### src/rtl/fetch_mo_pkg.sv
// fetch_mo_pkg: constants shared by the fetch front-end.
//   RESET_VECTOR                     PC loaded on reset (truncated to XLEN)
//   EXCEPTION_CODE_WIDTH             width of the exception cause field
//   EXCEPTION_INSTR_ADDR_MISALIGNED  cause code for a misaligned fetch PC
package fetch_mo_pkg;

  localparam logic [63:0] RESET_VECTOR = 64'h0;
  localparam int EXCEPTION_CODE_WIDTH = 4;
  localparam logic [EXCEPTION_CODE_WIDTH-1:0] EXCEPTION_INSTR_ADDR_MISALIGNED = 4'd0;

endpackage

### src/rtl/fetch_ibuf.sv
// fetch_ibuf: synchronous FIFO with flush and occupancy count.
//   clk, reset        clock, synchronous active-high reset
//   flush             drop all entries (wins over push and pop)
//   push, push_data   write port; ignored when full unless a pop frees a slot
//   pop, pop_data     read port; pop_data shows the head, valid when !empty
//   count, empty, full occupancy status
// A written entry becomes visible at pop_data the cycle after the write.
module fetch_ibuf #(
  parameter int WIDTH = 8,
  parameter int DEPTH = 4
) (
  input  logic                       clk,
  input  logic                       reset,
  input  logic                       flush,
  input  logic                       push,
  input  logic [WIDTH-1:0]           push_data,
  input  logic                       pop,
  output logic [WIDTH-1:0]           pop_data,
  output logic [$clog2(DEPTH):0]     count,
  output logic                       empty,
  output logic                       full
);

  localparam int AW = (DEPTH > 1) ? $clog2(DEPTH) : 1;
  localparam int CW = $clog2(DEPTH) + 1;

  logic [WIDTH-1:0] mem_q [DEPTH];
  logic [AW-1:0]    wr_ptr_q, wr_ptr_d;
  logic [AW-1:0]    rd_ptr_q, rd_ptr_d;
  logic [CW-1:0]    count_q, count_d;
  logic             do_push, do_pop;

  function automatic logic [AW-1:0] ptr_inc(input logic [AW-1:0] p);
    return (p == AW'(DEPTH - 1)) ? '0 : p + AW'(1);
  endfunction

  assign empty    = (count_q == '0);
  assign full     = (count_q == CW'(DEPTH));
  assign count    = count_q;
  assign pop_data = mem_q[rd_ptr_q];

  assign do_pop  = pop && !empty;
  assign do_push = push && (!full || do_pop);

  always_comb begin
    wr_ptr_d = wr_ptr_q;
    rd_ptr_d = rd_ptr_q;
    count_d  = count_q;
    if (flush) begin
      wr_ptr_d = '0;
      rd_ptr_d = '0;
      count_d  = '0;
    end else begin
      if (do_push) wr_ptr_d = ptr_inc(wr_ptr_q);
      if (do_pop)  rd_ptr_d = ptr_inc(rd_ptr_q);
      count_d = count_q + CW'(do_push) - CW'(do_pop);
    end
  end

  always_ff @(posedge clk) begin
    if (reset) begin
      wr_ptr_q <= '0;
      rd_ptr_q <= '0;
      count_q  <= '0;
    end else begin
      wr_ptr_q <= wr_ptr_d;
      rd_ptr_q <= rd_ptr_d;
      count_q  <= count_d;
    end
  end

  always_ff @(posedge clk) begin
    if (do_push && !flush) mem_q[wr_ptr_q] <= push_data;
  end

endmodule

### src/rtl/fetch_mo.sv
// fetch_mo: instruction fetch front-end with multiple outstanding I-cache
// requests. Drives the PC, issues pipelined requests, squashes stale
// responses after a redirect by counting them, and queues instructions
// (PC, predicted next PC, exception status) for decode.
//   clk, reset                        clock, synchronous active-high reset
//   trap/mret, *_vector               exception-control redirects
//   br_redirect_valid/_target         branch mispredict redirect
//   wfi                               suppress new requests
//   pred_taken/pred_target            predictor result for the current pc
//   icache_req_*                      request handshake, addr = pc
//   icache_resp_*                     in-order response handshake
//   out_*                             decode handshake and entry fields
//   ibuf_empty                        instruction buffer has no entries
// Optional: FETCH_PERF_CNT_EN adds perf_squash_cnt and perf_stall_cnt.
module fetch_mo
  import fetch_mo_pkg::*;
#(
  parameter int XLEN            = 32,
  parameter int IBUF_DEPTH      = 8,
  parameter int MAX_OUTSTANDING = 2
) (
  input  logic                            clk,
  input  logic                            reset,
  input  logic                            trap,
  input  logic                            mret,
  input  logic [XLEN-1:0]                 trap_vector,
  input  logic [XLEN-1:0]                 mret_vector,
  input  logic                            br_redirect_valid,
  input  logic [XLEN-1:0]                 br_redirect_target,
  input  logic                            wfi,
  input  logic                            pred_taken,
  input  logic [XLEN-1:0]                 pred_target,
  output logic                            icache_req_valid,
  input  logic                            icache_req_ready,
  output logic [XLEN-1:0]                 icache_req_addr,
  input  logic                            icache_resp_valid,
  output logic                            icache_resp_ready,
  input  logic [31:0]                     icache_resp_data,
  output logic                            out_valid,
  input  logic                            out_ready,
  output logic [XLEN-1:0]                 out_pc,
  output logic [XLEN-1:0]                 out_next_pc,
  output logic [31:0]                     out_instr,
  output logic                            out_exc_valid,
  output logic [EXCEPTION_CODE_WIDTH-1:0] out_ecause,
`ifdef FETCH_PERF_CNT_EN
  output logic [31:0]                     perf_squash_cnt,
  output logic [31:0]                     perf_stall_cnt,
`endif
  output logic                            ibuf_empty
);

  localparam int OW  = $clog2(MAX_OUTSTANDING) + 1;
  localparam int IAW = $clog2(IBUF_DEPTH) + 1;
  localparam int SW  = IAW + 1;
  localparam int MW  = 2 * XLEN;
  localparam int IW  = 2 * XLEN + 32 + 1 + EXCEPTION_CODE_WIDTH;
  localparam logic [XLEN-1:0] RST_PC = RESET_VECTOR[XLEN-1:0];

  logic [XLEN-1:0] pc_q, pc_d;
  logic [OW-1:0]   outstanding_q, outstanding_d;
  logic [OW-1:0]   drop_cnt_q, drop_cnt_d;
  logic            halted_q, halted_d;

  logic            redirect;
  logic [XLEN-1:0] redirect_target;
  logic            aligned, credit_ok;
  logic            req_fire, resp_fire, resp_drop, resp_keep, exc_push;
  logic [XLEN-1:0] next_pc;

  logic [MW-1:0]   meta_rd;
  logic [OW-1:0]   meta_count;
  logic            meta_empty, meta_full;
  logic [IW-1:0]   ibuf_wr, ibuf_rd;
  logic [IAW-1:0]  ibuf_count;
  logic            ibuf_full;
  logic            unused_meta;

  always_comb begin
    redirect        = trap || mret || br_redirect_valid;
    redirect_target = br_redirect_target;
    if (trap)      redirect_target = trap_vector;
    else if (mret) redirect_target = mret_vector;
  end

  assign aligned = (pc_q[1:0] == 2'b00);

  // Credits cover both buffered entries and in-flight requests, so every
  // response that comes back is guaranteed a buffer slot.
  assign credit_ok = (outstanding_q < OW'(MAX_OUTSTANDING)) &&
                     ((SW'(ibuf_count) + SW'(outstanding_q)) < SW'(IBUF_DEPTH));

  assign icache_req_valid  = !reset && !redirect && !wfi && aligned && !halted_q && credit_ok;
  assign icache_req_addr   = pc_q;
  assign icache_resp_ready = 1'b1;

  assign req_fire  = icache_req_valid && icache_req_ready;
  assign resp_fire = icache_resp_valid;
  assign resp_drop = resp_fire && (drop_cnt_q != '0);
  assign resp_keep = resp_fire && (drop_cnt_q == '0) && !redirect;
  assign next_pc   = pred_taken ? pred_target : pc_q + XLEN'(4);

  // Misaligned pc reports once all older traffic has drained.
  assign exc_push = !reset && !redirect && !aligned && !halted_q &&
                    (outstanding_q == '0) && (drop_cnt_q == '0) && !ibuf_full;

  always_comb begin
    pc_d          = pc_q;
    outstanding_d = outstanding_q + OW'(req_fire) - OW'(resp_fire);
    drop_cnt_d    = drop_cnt_q;
    halted_d      = halted_q;
    if (redirect) begin
      pc_d       = redirect_target;
      drop_cnt_d = outstanding_q - OW'(resp_fire);
      halted_d   = 1'b0;
    end else begin
      if (req_fire)  pc_d       = next_pc;
      if (resp_drop) drop_cnt_d = drop_cnt_q - OW'(1);
      if (exc_push)  halted_d   = 1'b1;
    end
  end

  always_ff @(posedge clk) begin
    if (reset) begin
      pc_q          <= RST_PC;
      outstanding_q <= '0;
      drop_cnt_q    <= '0;
      halted_q      <= 1'b0;
    end else begin
      pc_q          <= pc_d;
      outstanding_q <= outstanding_d;
      drop_cnt_q    <= drop_cnt_d;
      halted_q      <= halted_d;
    end
  end

  fetch_ibuf #(.WIDTH(MW), .DEPTH(MAX_OUTSTANDING)) u_meta (
    .clk       (clk),
    .reset     (reset),
    .flush     (redirect),
    .push      (req_fire),
    .push_data ({pc_q, next_pc}),
    .pop       (resp_keep),
    .pop_data  (meta_rd),
    .count     (meta_count),
    .empty     (meta_empty),
    .full      (meta_full)
  );

  assign unused_meta = ^{meta_count, meta_empty, meta_full};

  always_comb begin
    if (exc_push)
      ibuf_wr = {pc_q, pc_q, 32'h0, 1'b1, EXCEPTION_INSTR_ADDR_MISALIGNED};
    else
      ibuf_wr = {meta_rd, icache_resp_data, 1'b0, {EXCEPTION_CODE_WIDTH{1'b0}}};
  end

  fetch_ibuf #(.WIDTH(IW), .DEPTH(IBUF_DEPTH)) u_ibuf (
    .clk       (clk),
    .reset     (reset),
    .flush     (redirect),
    .push      (resp_keep || exc_push),
    .push_data (ibuf_wr),
    .pop       (out_ready),
    .pop_data  (ibuf_rd),
    .count     (ibuf_count),
    .empty     (ibuf_empty),
    .full      (ibuf_full)
  );

  assign out_valid = !ibuf_empty;
  assign {out_pc, out_next_pc, out_instr, out_exc_valid, out_ecause} = ibuf_rd;

`ifdef FETCH_PERF_CNT_EN
  logic [31:0] squash_cnt_q, squash_cnt_d;
  logic [31:0] stall_cnt_q, stall_cnt_d;

  always_comb begin
    squash_cnt_d = squash_cnt_q;
    stall_cnt_d  = stall_cnt_q;
    // A response arriving with a redirect is discarded too.
    if (resp_fire && (drop_cnt_q != '0 || redirect) && squash_cnt_q != '1)
      squash_cnt_d = squash_cnt_q + 32'd1;
    if (!wfi && !credit_ok && stall_cnt_q != '1)
      stall_cnt_d = stall_cnt_q + 32'd1;
  end

  always_ff @(posedge clk) begin
    if (reset) begin
      squash_cnt_q <= '0;
      stall_cnt_q  <= '0;
    end else begin
      squash_cnt_q <= squash_cnt_d;
      stall_cnt_q  <= stall_cnt_d;
    end
  end

  assign perf_squash_cnt = squash_cnt_q;
  assign perf_stall_cnt  = stall_cnt_q;
`else
  // Performance counters not built.
`endif

endmodule

### config.mk
export PLATFORM = sky130hd
export DESIGN_NAME = fetch_mo
export DESIGN_NICKNAME = d
export VERILOG_FILES = /design/src/rtl/fetch_mo_pkg.sv /design/src/rtl/fetch_ibuf.sv /design/src/rtl/fetch_mo.sv
export SDC_FILE = /design/constraint.sdc
export NUM_CORES = 1
export LEC_CHECK = 0
export ABC_AREA = 1
export CAP_MARGIN = 20
export CORE_MARGIN = 4
export CORE_UTILIZATION = 40
export DETAILED_ROUTE_END_ITERATION = 6
export GPL_ROUTABILITY_DRIVEN = 1
export PLACE_DENSITY = 0.69
export SYNTH_ARGS = -nofsm -noshare
export SYNTH_HDL_FRONTEND = slang
export SYNTH_SLANG_ARGS = --single-unit
### constraint.sdc
create_clock -name clk -period 11.5 [get_ports clk]
set_clock_uncertainty 0.15 [all_clocks]
set_input_delay 3.45 -clock clk [delete_from_list [all_inputs] [get_ports clk]]
set_output_delay 3.45 -clock clk [all_outputs]
set_load 0.01 [all_outputs]
-- After elaboration in Yosys (flattened, before gate mapping)
Memory sizes are Yosys's and may differ from the RTL's. A register that Yosys moved wholly into a read port is not among the register bits.
Index checks and enable logic that the tools add are counted.
- register bits: 51
- latch bits: 0
- bits in writable memories: 936
- bits in read-only memories: 0
- input port bits: 170
- output and inout bits: 137
- logic and storage cells: 96
- memories: 2
- memory list (name ; words ; bits a word ; rd ports ; clocked after memory_dff ; wr ports ; RTL line ; text):
    u_ibuf.mem_q ; 8 ; 101 ; 1 ; 1 ; 1 ; fetch_ibuf.sv:27 ; logic [WIDTH-1:0] mem_q [DEPTH];
    u_meta.mem_q ; 2 ; 64 ; 1 ; 1 ; 1 ; fetch_ibuf.sv:27 ;
- $add $sub $neg: 14
- $mul: 0
- divide/modulo/power cells: 0
- $lt $le $gt $ge: 2
- equal/unequal tests: 4
- shift operators: 0
- multiplexer cells: 20
- bitwise logic cells: 0
- reductions and logical operators: 44
- operators with widths (operator ; number):
    2-to-1 mux 32 bit ; 5
    2-to-1 mux 101 bit ; 1
    adder 32 x 3 -> 32 bit (second input constant) ; 1
    logical AND 1 bit ; 21
    2-to-1 mux 3 bit ; 4
    logical NOT 1 bit ; 9
    logical NOT 2 bit ; 4
    2-to-1 mux 1 bit ; 8
    adder 3 x 1 -> 3 bit (second input constant) ; 2
    equality test 3 bit (second input constant) ; 2
    nonzero test 2 bit ; 3
    subtractor 2 x 1 -> 2 bit ; 3
    adder 4 x 2 -> 5 bit ; 1
    logical OR 1 bit ; 5
    less-than comparator 5 x 4 -> 1 bit (second input constant) ; 1
    adder 2 x 1 -> 2 bit ; 2
    adder 4 x 1 -> 4 bit ; 1
    equality test 4 bit (second input constant) ; 1
    logical NOT 4 bit ; 1
    2-to-1 mux 2 bit ; 2
    subtractor 4 x 1 -> 4 bit ; 1
    adder 1 bit (second input constant) ; 2
    equality test 2 bit (second input constant) ; 1
    less-than comparator 2 bit (second input constant) ; 1
    2 further kinds ; 2

-- Logic depth before layout (Yosys ltp)
- depth in word-level cells: 14
- mapped depth: 14
- mapped depth without buffers: 14

-- Hierarchy
From an unflattened synthesis, not the netlist that was laid out.
- cell total of the unflattened synthesis: 3540
- area total of the unflattened synthesis: 41838.9 um^2
- by module, submodules not included (module ; instances ; cells each ; area an instance (um^2) ; sequential area each (um^2)):
    fetch_ibuf (u_ibuf) ; 1 ; 2374 ; 31895.6 ; 24523.5
    fetch_ibuf (u_meta) ; 1 ; 240 ; 5180.0 ; 3943.8
    fetch_mo ; 1 ; 926 ; 4763.3 ; 740.7

-- Worst setup path before layout
OpenSTA, ideal clock, no wires.
- path kind: input to register
- start point: in reset
- end point: mem u_ibuf.mem_q[2][100] (netlist bit), enable pin
- library setup time: 672 ps
- data arrival time: 10976 ps
- required time: 10678 ps
- slack: -299 ps
- stages: 8
- cells stage by stage: buf_2 > inv_1 > nand4_1 > nor4_1 > nand2_1 > nand2_1 > nand2_1 > nor3_1
- cells in the longest elaborated chain, start to end: 12
- RTL lines (element ; RTL line ; text):
    start: declaration ; fetch_mo.sv:23 ; input logic reset,
    logical NOT 1 bit ; fetch_mo.sv:104 ; assign exc_push = !reset && !redirect && !aligned && !halted_q &&
    logical AND 1 bit (4 in series) ; fetch_mo.sv:104 ;
    logical AND 1 bit (2 in series) ; fetch_mo.sv:105 ; (outstanding_q == '0) && (drop_cnt_q == '0) && !ibuf_full;
    logical OR 1 bit ; fetch_mo.sv:163 ; .push (resp_keep || exc_push),
    logical AND 1 bit ; fetch_ibuf.sv:43 ; assign do_push = push && (!full || do_pop);
    logical AND 1 bit ; fetch_ibuf.sv:73 ; if (do_push && !flush) mem_q[wr_ptr_q] <= push_data;
    2-to-1 mux 1 bit ; fetch_ibuf.sv:73 ;
    2-to-1 mux 1 bit (implied by the code) ; fetch_ibuf.sv:73 ;
    end: declaration ; fetch_ibuf.sv:27 ;
No other way between the ends.

-- Worst setup path after layout
- start point: in mret
- end point: out icache_req_valid
- cells in the longest elaborated chain, start to end: 8
- RTL lines (element ; RTL line ; text):
    start: declaration ; fetch_mo.sv:25 ; input logic mret,
    logical OR 1 bit (2 in series) ; fetch_mo.sv:80 ; redirect = trap || mret || br_redirect_valid;
    logical NOT 1 bit ; fetch_mo.sv:93 ; assign icache_req_valid = !reset && !redirect && !wfi && aligned && !halted_q && credit_ok;
    logical AND 1 bit (5 in series) ; fetch_mo.sv:93 ;
    end: declaration ; fetch_mo.sv:33 ; output logic icache_req_valid,
No other way between the ends.

==> flow_summary.toml <==
[floorplan]
num_rows = 115
dieArea_mm2 = 0.105
die_x_um = 324
boundaryPins = 307
core_mm2 = 0.0987
start_util_pct = 40.5
die_height_um = 324

[grt]
grt_pass1_vias = 25882
grt-ovfl-total = 0
antenna_found_initial = 2
grt_pass1_wl_mm = 158
track_usage_pct = 19.8
grt_max_degree = 209

[status]
status = "finished, final reports clean"

[yosys]
syn_area_mm2 = 0.0400
synth_area_leaders = "edfxtp_1 68%, nor2_1 7.9%, o21ai_0 6.1%, nand2_1 3.0%, dfxtp_1 2.8%"
ys.flop_type = "edfxtp_1"
ys_seq_area_share_pct = 70.7
yosys.area.top_type = "edfxtp_1"
synth_edf_count = 904
ys_warn_count = 0
async_reset_ff_share_pct = 0
ys_seq_elements = 959
synth_top_cell_area_share_pct = 67.9
synth.avg_cell_area_um2 = 11.3
ys_types = 41
syn-instance-count = 3529
synth_common_cells = "904 x edfxtp_1, 844 x nor2_1, 488 x o21ai_0"
yosys.cell_count.top_type = "edfxtp_1"

[pwr]
peakVddDrop_mv = 0.107
total_power_mw = 7.16
leakage_nw = 16.1
power_density_mw_per_mm2 = 152

[setup_path]
path_max_fanout = 34
crit_slowest_cell = "clkdlybuf4s50_1"
worst_ep_arrival_time_ns = 5.90
startpoint_type = "input pin"
cp.required_ns = 7.90
worstRegToRegCells = 10
slowest_delay_ns = 0.48
crit_type = "in2out"
crit-reg2reg-launch = "u_ibuf.count[2]"
cp-end-kind = "primary output"
reg2reg_slack_ns = 7.13
path_cells = "clkdlybuf4s50_1 > buf_4 > clkinv_2 > nand4_1 > buf_4 > nor2_1 > nand3_1 > nor2_1 > clkdlybuf4s50_1"
r2r-end = "u_ibuf.mem_q[0][80]"

[cts]
cts.clk_slew.worst_paths_ns = 0.06
post_cts_resized = 0
clock_path_buffers = 3
clock_latency_ns = 0.64
htreeDepth = 3
clkSinkCount = 959
ctsHoldBuffers = 0
cts-root-buf = "clkbuf_16"
cts_tree = "yes"
cts_setup_buffers = 0
cts_buffers = 94

[detailed_routing]
viasPerCell = 5.36
post_drt_wl_per_cell_um = 20.9
antenna_left = 0
num_vias = 27417
drtIter0Drc = 2644
routed_wl_mm = 107
drt-pass1-iter-count = 5
drc = 0

[place]
dp_hpwl_mm = 63.3
portBuffers = 301
gp_congestion = 0.908
placed_cell_area_mm2 = 0.0441

[final_layout]
design_area_mm2 = 0.0472
final_nets = 3943
fin_util_pct = 47.8
syn_to_final_growth_pct = 18.2
drive_gt1_share_pct = 5.88
fill_cells = 8680

[hold_path]
whs_path_depth = 2
hp-start = "halted_q"
min_path_type = "reg2reg"
whs_endpoint = "halted_q"

[timing]
timing.fmax_ghz = 0.105
setup_viol = 0
period_needed_ns = 9.50
report.final.slew_viol_count = 0
hold_viol_final = 0
fin_tns_setup_ns = 0
worst_pin_slew_ns = 1.17
maxSlewHeadroom_pct = 21.3
fin_crit_sh_pct = 82.6
rsz0062_at_grt = "no"
hold_ws_ns = 0.309

[flow_run]
max_cap_violations = 0
critical path: cells and delay by family:
kind                   cells  cell delay [ns]
buffers and inverters      5             1.93
AND/OR/NAND/NOR            4             0.49
flip-flops by register name, indices dropped and copies added, names as in the netlist, named ones only:
name and count:
u_meta.wr_ptr_q 1, u_ibuf.count 4, drop_cnt_q 2, u_meta.mem_q 128
u_meta.count 2, u_ibuf.mem_q 776, outstanding_q 2, u_ibuf.rd_ptr_q 3
u_ibuf.wr_ptr_q 3, halted_q 1, icache_req_addr 32, u_meta.rd_ptr_q 1
placed cells by master, fill, tap and decap left out, types with 19 or more instances in the layout:
master	netlist	layout
edfxtp_1	904	904
nor2_1	844	839
o21ai_0	488	488
nand2_1	318	317
clkdlybuf4s50_1	0	301
inv_1	190	187
a31oi_1	99	99
o22ai_1	97	97
nand3_1	95	95
clkbuf_16	0	95
o211ai_1	83	83
dfxtp_1	55	52
a21oi_1	38	38
buf_4	8	31
clkinv_1	2	26
ha_1	19	19
cells by family after synthesis:
family                     after synthesis  synth area share, %
xor gates and xnor gates                 5                0.110
buffers and inverters                  418                 4.17
other                                    2               0.0188
and+or+nand+nor                       1297                 12.8
AOI/OAI and AO/OA                      828                 11.5
adders and majority gates               20                0.645
DFF                                    959                 70.7
metrics by stage:
| stage | setup WS (ns) | std cells |
|---|---|---|
| after global routing | 1.79 | 5115 |
| after detailed placement | 1.99 | 4936 |
| after global placement | 1.92 | 4936 |
| after floorplan | -0.299 | 3532 |
| after CTS | 1.99 | 5107 |
| final | 2.00 | 5118 |
final cells by class:
type / count / area, um2 / area share (%)
clock inverters: 62 / 616 / 1.30
flip-flops and latches: 959 / 28300 / 59.8
diodes: 3 / 7.51 / 0.0159
repair buffers: 346 / 3430 / 7.25
inverters: 197 / 758 / 1.61
multi-input cells: 2155 / 10100 / 21.4
well taps: 1287 / 1610 / 3.41
clock buffers: 109 / 2430 / 5.14
power breakdown:
part / leakage [nW] / total, mW / switching [mW] / internal [mW]
combinational: 6.01 / 0.283 / 0.163 / 0.120
clock: 1.47 / 3.02 / 1.28 / 1.74
sequential: 8.60 / 3.86 / 0.0391 / 3.82
total: 16.1 / 7.16 / 1.48 / 5.68
layer usage:
layer / part of all wire, % / up-vias / global-route usage, %
met5: 0 / - / 0
met4: 2.5 / 0 / 5.78
met3: 7.7 / 151 / 3.38
met2: 48 / 1097 / 33.1
met1: 42 / 13259 / 26.7
li1: - / 12910 / -
worst max-delay path by stage:
stage / startpoint / end / slack [ns] / cells past startpoint
after global placement: reset / icache_req_valid / 1.92 / 9
after detailed placement: mret / icache_req_valid / 1.99 / 9
after global routing: mret / icache_req_valid / 1.79 / 9
after floorplan: reset / u_ibuf.mem_q[2][100] / -0.30 / 8
after CTS: mret / icache_req_valid / 1.99 / 9
final: mret / icache_req_valid / 2.00 / 9
Note: power is estimated with default switching activity, not from simulation.
